[config.mk]
export PLATFORM = sky130hd
export DESIGN_NAME = mem_arbiter
export DESIGN_NICKNAME = d
export VERILOG_FILES = /design/src/rtl/mem_pkg.sv /design/src/rtl/req_fifo.sv /design/src/rtl/mem_arbiter.sv
export SDC_FILE = /design/constraint.sdc
export NUM_CORES = 1
export LEC_CHECK = 0
export BUFFER_PORTS_ARGS = -buffer_cell sky130_fd_sc_hd__buf_2
export CAP_MARGIN = 20
export CORE_MARGIN = 1.5
export CORE_UTILIZATION = 53
export DETAILED_ROUTE_END_ITERATION = 12
export GPL_TIMING_DRIVEN = 0
export PLACE_DENSITY = 0.84
export SYNTH_ARGS = -nofsm -noshare
export SYNTH_HDL_FRONTEND = slang
export SYNTH_HIERARCHICAL = 1
export SYNTH_SLANG_ARGS = --single-unit
[constraint.sdc]
create_clock -name clk -period 4.9 [get_ports clk]
set_input_delay 0.98 -clock clk [delete_from_list [all_inputs] [get_ports clk]]
set_output_delay 0.98 -clock clk [all_outputs]
set_load 0.02 [all_outputs]
[src/rtl/mem_pkg.sv]
// Shared memory-command encodings, default widths and RAM owner encoding
// used by the CPU memory port and the arbiter.
package mem_pkg;
   localparam logic [1:0] MNONE  = 2'b00;
   localparam logic [1:0] MREAD  = 2'b01;
   localparam logic [1:0] MWRITE = 2'b10;

   localparam int AW_DEF = 8;
   localparam int DW_DEF = 16;

   typedef enum logic [1:0] {
      OWN_IDLE = 2'b00,
      OWN_CPU  = 2'b01,
      OWN_DMA  = 2'b10
   } owner_e;

   // 2'b11 is deliberately not a memory operation
   function automatic logic is_mem_op(input logic [1:0] cmd);
      return (cmd == MREAD) || (cmd == MWRITE);
   endfunction
endpackage

[src/rtl/req_fifo.sv]
// Small synchronous FIFO for queued DMA requests, carried as one packed
// {cmd, addr, wdata} word. Asynchronous active-low reset clears pointers/count.
module req_fifo #(
   parameter int W     = 26,
   parameter int DEPTH = 2
) (
   input  logic                     clk,
   input  logic                     rst_n,
   input  logic                     push,
   input  logic [W-1:0]             wdata,
   input  logic                     pop,
   output logic [W-1:0]             rdata,
   output logic                     full,
   output logic                     empty,
   output logic [$clog2(DEPTH):0]   count
);
   localparam int PW = $clog2(DEPTH);
   localparam logic [PW:0] FULL_CNT = DEPTH[PW:0];

   logic [W-1:0]  mem [DEPTH];
   logic [PW-1:0] wr_ptr, rd_ptr;
   logic          do_push, do_pop;

   assign full    = (count == FULL_CNT);
   assign empty   = (count == '0);
   assign do_push = push && !full;
   assign do_pop  = pop && !empty;
   assign rdata   = mem[rd_ptr];

   always_ff @(posedge clk or negedge rst_n) begin
      if (!rst_n) begin
         wr_ptr <= '0;
         rd_ptr <= '0;
         count  <= '0;
      end else begin
         if (do_push) wr_ptr <= wr_ptr + 1'b1;
         if (do_pop)  rd_ptr <= rd_ptr + 1'b1;
         case ({do_push, do_pop})
            2'b10:   count <= count + 1'b1;
            2'b01:   count <= count - 1'b1;
            default: count <= count;
         endcase
      end
   end

   always_ff @(posedge clk) begin
      if (do_push) mem[wr_ptr] <= wdata;
   end
endmodule

[src/rtl/mem_arbiter.sv]
// Single-port RAM arbiter: CPU always wins with zero latency, DMA requests are
// queued and issued in CPU-idle cycles. Optional stats via MEM_ARB_STATS_EN.
module mem_arbiter import mem_pkg::*; #(
   parameter int AW         = AW_DEF,
   parameter int DW         = DW_DEF,
   parameter int FIFO_DEPTH = 2
) (
   input  logic          clk,
   input  logic          reset,
   input  logic [1:0]    cpu_mem_cmd,
   input  logic [AW-1:0] cpu_mem_addr,
   input  logic [DW-1:0] cpu_write_data,
   output logic [DW-1:0] cpu_read_data,
   input  logic          dma_valid,
   output logic          dma_ready,
   input  logic [1:0]    dma_cmd,
   input  logic [AW-1:0] dma_addr,
   input  logic [DW-1:0] dma_wdata,
   output logic [DW-1:0] dma_rdata,
   output logic          dma_rvalid,
   output logic          dma_pending,
   output logic [AW-1:0] ram_addr,
   output logic          ram_write,
   output logic [DW-1:0] ram_din,
   input  logic [DW-1:0] ram_dout
`ifdef MEM_ARB_STATS_EN
   ,
   output logic [15:0]   dma_wait_cnt,
   output logic [15:0]   dma_wait_max
`endif
);
   localparam int FW = 2 + AW + DW;

   owner_e                      own;
   logic [FW-1:0]               head;
   logic [1:0]                  head_cmd;
   logic [AW-1:0]               head_addr;
   logic [DW-1:0]               head_wdata;
   logic                        full, empty, push, pop;
   logic [$clog2(FIFO_DEPTH):0] count;
   logic [AW-1:0]               last_addr;
   logic                        rd_pend;
   logic [DW-1:0]               rdata_q;

   assign {head_cmd, head_addr, head_wdata} = head;

   // Illegal DMA commands still complete the handshake but are never queued
   assign dma_ready   = reset && !full;
   assign push        = dma_valid && dma_ready && is_mem_op(dma_cmd);
   assign pop         = (own == OWN_DMA);
   assign dma_pending = reset && (count != '0);

   req_fifo #(.W(FW), .DEPTH(FIFO_DEPTH)) u_fifo (
      .clk   (clk),
      .rst_n (reset),
      .push  (push),
      .wdata ({dma_cmd, dma_addr, dma_wdata}),
      .pop   (pop),
      .rdata (head),
      .full  (full),
      .empty (empty),
      .count (count)
   );

   always_comb begin
      own = OWN_IDLE;
      if (is_mem_op(cpu_mem_cmd)) own = OWN_CPU;
      else if (!empty)            own = OWN_DMA;
   end

   always_comb begin
      ram_addr  = last_addr;
      ram_din   = cpu_write_data;
      ram_write = 1'b0;
      case (own)
         OWN_CPU: begin
            ram_addr  = cpu_mem_addr;
            ram_write = (cpu_mem_cmd == MWRITE);
         end
         OWN_DMA: begin
            ram_addr  = head_addr;
            ram_din   = head_wdata;
            ram_write = (head_cmd == MWRITE);
         end
         default: ;
      endcase
      if (!reset) ram_write = 1'b0;
   end

   always_ff @(posedge clk or negedge reset) begin
      if (!reset) begin
         last_addr <= '0;
         rd_pend   <= 1'b0;
         rdata_q   <= '0;
      end else begin
         if (own != OWN_IDLE) last_addr <= ram_addr;
         rd_pend <= pop && (head_cmd == MREAD);
         if (rd_pend) rdata_q <= ram_dout;
      end
   end

   // Sync RAM data lands the cycle after issue; hold it afterwards
   assign dma_rvalid    = rd_pend;
   assign dma_rdata     = rd_pend ? ram_dout : rdata_q;
   assign cpu_read_data = ram_dout;

`ifdef MEM_ARB_STATS_EN
   logic [15:0] wait_cnt, wait_max, cnt_nxt;

   always_comb begin
      cnt_nxt = wait_cnt;
      if (pop)
         cnt_nxt = '0;
      else if (!empty && (own == OWN_CPU) && (wait_cnt != 16'hFFFF))
         cnt_nxt = wait_cnt + 1'b1;
   end

   always_ff @(posedge clk or negedge reset) begin
      if (!reset) begin
         wait_cnt <= '0;
         wait_max <= '0;
      end else begin
         wait_cnt <= cnt_nxt;
         if (cnt_nxt > wait_max) wait_max <= cnt_nxt;
      end
   end

   assign dma_wait_cnt = wait_cnt;
   assign dma_wait_max = wait_max;
`endif
endmodule

==> summary.md <==
| Metric | Value |
|---|---|
| Largest net degree at the start of global routing | 33 |
| Hold path endpoint | rdata_q[10] |
| I/O pins | around 130 |
| Setup CP Type | input pin to output port |
| GPL Wtd Cong | 0.725 |
| CTS Buf Count | 9 |
| Total Wirelength | 6.48 mm |
| Net Sw Frac | 0.340 |
| Clock slew at reported path FFs | about 70 ps |
| Setup Buffers After CTS | 0 |
| Pleak | ~2.1 nW |
| Most used cell, CP | buf_2 |
| Status | finished, final reports clean |
| Arrival time at the worst endpoint | approximately 2400 ps |
| Fin Setup TNS | 0 ps |
| Sequential fraction of design power | 0.386 |
| Root Buffer | clkbuf_8 |
| Die area | 7400 sq um |
| Fin. max-slew vios | 0 |
| Tightest Pin Transition | 712 ps |
| Rows | 30 |
| Min-delay src | rdata_q[10] |
| Combinational fraction of design power | 0.449 |
| Period utilization | 0.692 |
| Final min period | around 3400 ps |
| Cell Pwr Density | 513 nW/um^2 |
| Register-to-Register Path Depth | 10 |
| Flop2flop setup slack | between 2000 and 3000 ps |
| Vias | ~2.3k |
| Clk Latency, worst-skew pair | between 300 and 400 ps |
| DRC viols | 0 |
| Max-cap violations | 0 |
| Crit path cell chain | buf_2 > inv_1 > ha_1 > buf_2 > nand2b_4 > buf_6 > buf_8 > mux2_4 > buf_2 |
| Final Hold Viols | 0 |
| Share of post-route cells with drive strength above 1 | 0.621 |
| Max incr delay on CP | 310 ps |
| P&R area growth vs syn | 26.3% |
| First-pass GRT wire length | just under 10 mm |
| Req. time, crit path | between 3000 and 4000 ps |
| Fillers | 473 |
| Core area | 6720 sq um |
| Initial antenna violation count | 0 |
| Final setup vio count | 0 |
| P_int | 1.56 mW |
| Crit-path max FO | 10 |
| CTS H-tree depth | 3 |
| Syn Std Cell Area | around 3700 sq um |
| Post-CTS Hold Buffers | 0 |
| Dpl ws | around 1500 ps |
| Total GRT Usage | 0.179 |
| Final net count | 440 |
| Initial drt markers | 75 |
| Yosys cell types | 27 |
| RSZ-0062 raised after global routing | false |
| Worst vdd ir | 0.270 mV |
| Die width | 86.0 um |
| Vias in the first global route | 2093 |
| Worst hold path type | flop to flop |
| Yosys reg bits | 81 |
| CTS tree | built |
| Setup Skew | about 7.0 ps |
| First-pass iteration count of the detailed router | 4 |
| Port bufs | between 100 and 150 |
| R2R Path Start | u_fifo/count[1] |
| Max Fclk | approximately 300 MHz |
| Avg Inst Size Synth | 16.3 sq um |
| Grt total ovfl | 0 |
| Synth warn | 6 |
| WL per Instance | about 14 um |
| Post-synthesis sequential area ratio | 0.626 |
| Cells after Synth | between 200 and 250 |
| Reg2Reg Capture Point | u_fifo/count[1] |
| Net switching power | ~800 uW |
| Worst Slack Setup Final | around 1500 ps |
| Critical Path Source Type | input pin |
| CTS sink cnt | roughly 80 |
| Worst hold margin | ~500 ps |
| Longest Clk Path Bufs | 2 |
| Starting Density | 0.544 |
| Post-DP HPWL | 4.84 mm |
| Clock power frac | 0.166 |
| ANT cells | 0 |
| Post-DRT Antenna Nets | 0 |
| Die H | ~86 um |
| Slowest cell on the critical path | mux2_4 |
| Slew headroom | 0.525 |
| Hold path cells | 1 |
| Routed vias/inst | between 4 and 5 |
| Resized cells post-CTS | 0 |
| Worst setup EP type | output port |
| Mapped Nets | ~300 |
## layer usage
metal | wire length [um] | global-route usage | up-vias
li1 | - | - | 1085
met1 | 2730 | 0.213 | 1050
met2 | 3190 | 0.301 | 110
met3 | 459 | 0.0491 | 8
met4 | 94 | 0.0836 | 0
met5 | 0 | 0 | -
## synth_stat cells
library cell  number  area share
a21oi_1           16       0.022
and3_1             2      0.0034
and3b_1            1      0.0024
buf_12             2       0.011
buf_2              4      0.0055
buf_4             16       0.033
buf_6              3      0.0092
buf_8              1      0.0041
clkbuf_1           1      0.0010
dfrtp_1           29        0.20
edfxtp_1          52        0.43
ha_1               2      0.0068
inv_1              3      0.0031
mux2_2            31       0.096
mux2_4            27        0.11
mux2i_1            8       0.022
nand2_1            2      0.0021
nand2b_1           1      0.0017
nand2b_4           1      0.0038
nor2_1            11       0.011
nor2b_1            1      0.0017
nor2b_2            1      0.0024
nor3b_1            1      0.0021
o211a_1            1      0.0027
o21a_1             1      0.0021
xnor2_1            3      0.0072
xor2_1             3      0.0072
## state kept, by name (all words and copies together) (netlist names)
signal and count:
dma_rvalid 1, u_fifo/wr_ptr 1, last_addr 8, u_fifo/count 2, rdata_q 16, u_fifo/rd_ptr 1
u_fifo/mem 52
## metrics by stage
step	total power [mW]	std cells	area, sq um	util
after global placement	1.96	434	4400	0.655
final	2.37	452	4620	0.687
after global routing	2.49	452	4620	0.687
after detailed placement	2.00	436	4460	0.664
after floorplan	1.72	224	3650	-
after CTS	2.40	452	4620	0.687
## worst max-delay path, delay by kind of cell
kind	cells	cell delay (ps)
simple gates	1	80
mux	1	310
buf+inv	6	770
fa+ha+maj	1	270
## kinds of logic after synthesis
kind of cell             synth area share
multiplexers                        0.228
adder cells (fa/ha/maj)           0.00685
XOR/XNOR                           0.0144
buffers and inverters              0.0668
AO/OA/AOI/OAI                      0.0267
AND/OR/NAND/NOR                    0.0308
flip-flops                          0.626
## final cells by class
class | count | area [sq um] | area share
plain buffers | 27 | 233 | 0.0504
clock buffers | 11 | 131 | 0.0285
clock inverters | 5 | 22.5 | 0.00488
inverters | 3 | 11.3 | 0.00244
multi-input cells | 113 | 1120 | 0.244
flip-flops and latches | 81 | 2290 | 0.496
well taps | 80 | 100 | 0.0217
repair buffers | 132 | 706 | 0.153
## cell usage in the layout, fill, tap and decap left out, types with 2 or more instances in the layout
master and n:
buf_2 134, edfxtp_1 52, mux2_2 31, dfrtp_1 29, mux2_4 27, a21oi_1 16, buf_4 16, nor2_1 10
clkbuf_8 9, mux2i_1 8, buf_6 3, inv_1 3, clkbuf_1 3, xor2_1 3, clkinv_2 3, xnor2_1 3
and3_1 2, nand2_1 2, ha_1 2, clkinv_1 2, buf_12 2, buf_16 2
## worst max-delay path by stage
stage / startpoint / endpoint / slack, ps / depth (start not counted)
after floorplan: reset / u_fifo/mem[0][0] / 1710 / 4
after global placement: reset / u_fifo/mem[0][8] / 670 / 5
after detailed placement: cpu_mem_cmd[0] / ram_din[8] / 1500 / 9
after CTS: cpu_mem_cmd[0] / ram_din[8] / 1490 / 9
after global routing: cpu_mem_cmd[0] / ram_din[12] / 1440 / 9
final: cpu_mem_cmd[0] / ram_din[8] / 1510 / 9
## power by group through the flow
stage / registers (mW) / logic (mW) / clock network (mW)
2_1_floorplan: 0.918 / 0.800 / 0
3_3_place_gp: 0.922 / 1.04 / 0
3_5_place_dp: 0.928 / 1.07 / 0
4_1_cts: 0.914 / 1.07 / 0.409
5_1_grt: 0.927 / 1.13 / 0.437
6_report: 0.913 / 1.06 / 0.392
No activity file was read; power rests on OpenSTA's default activity.
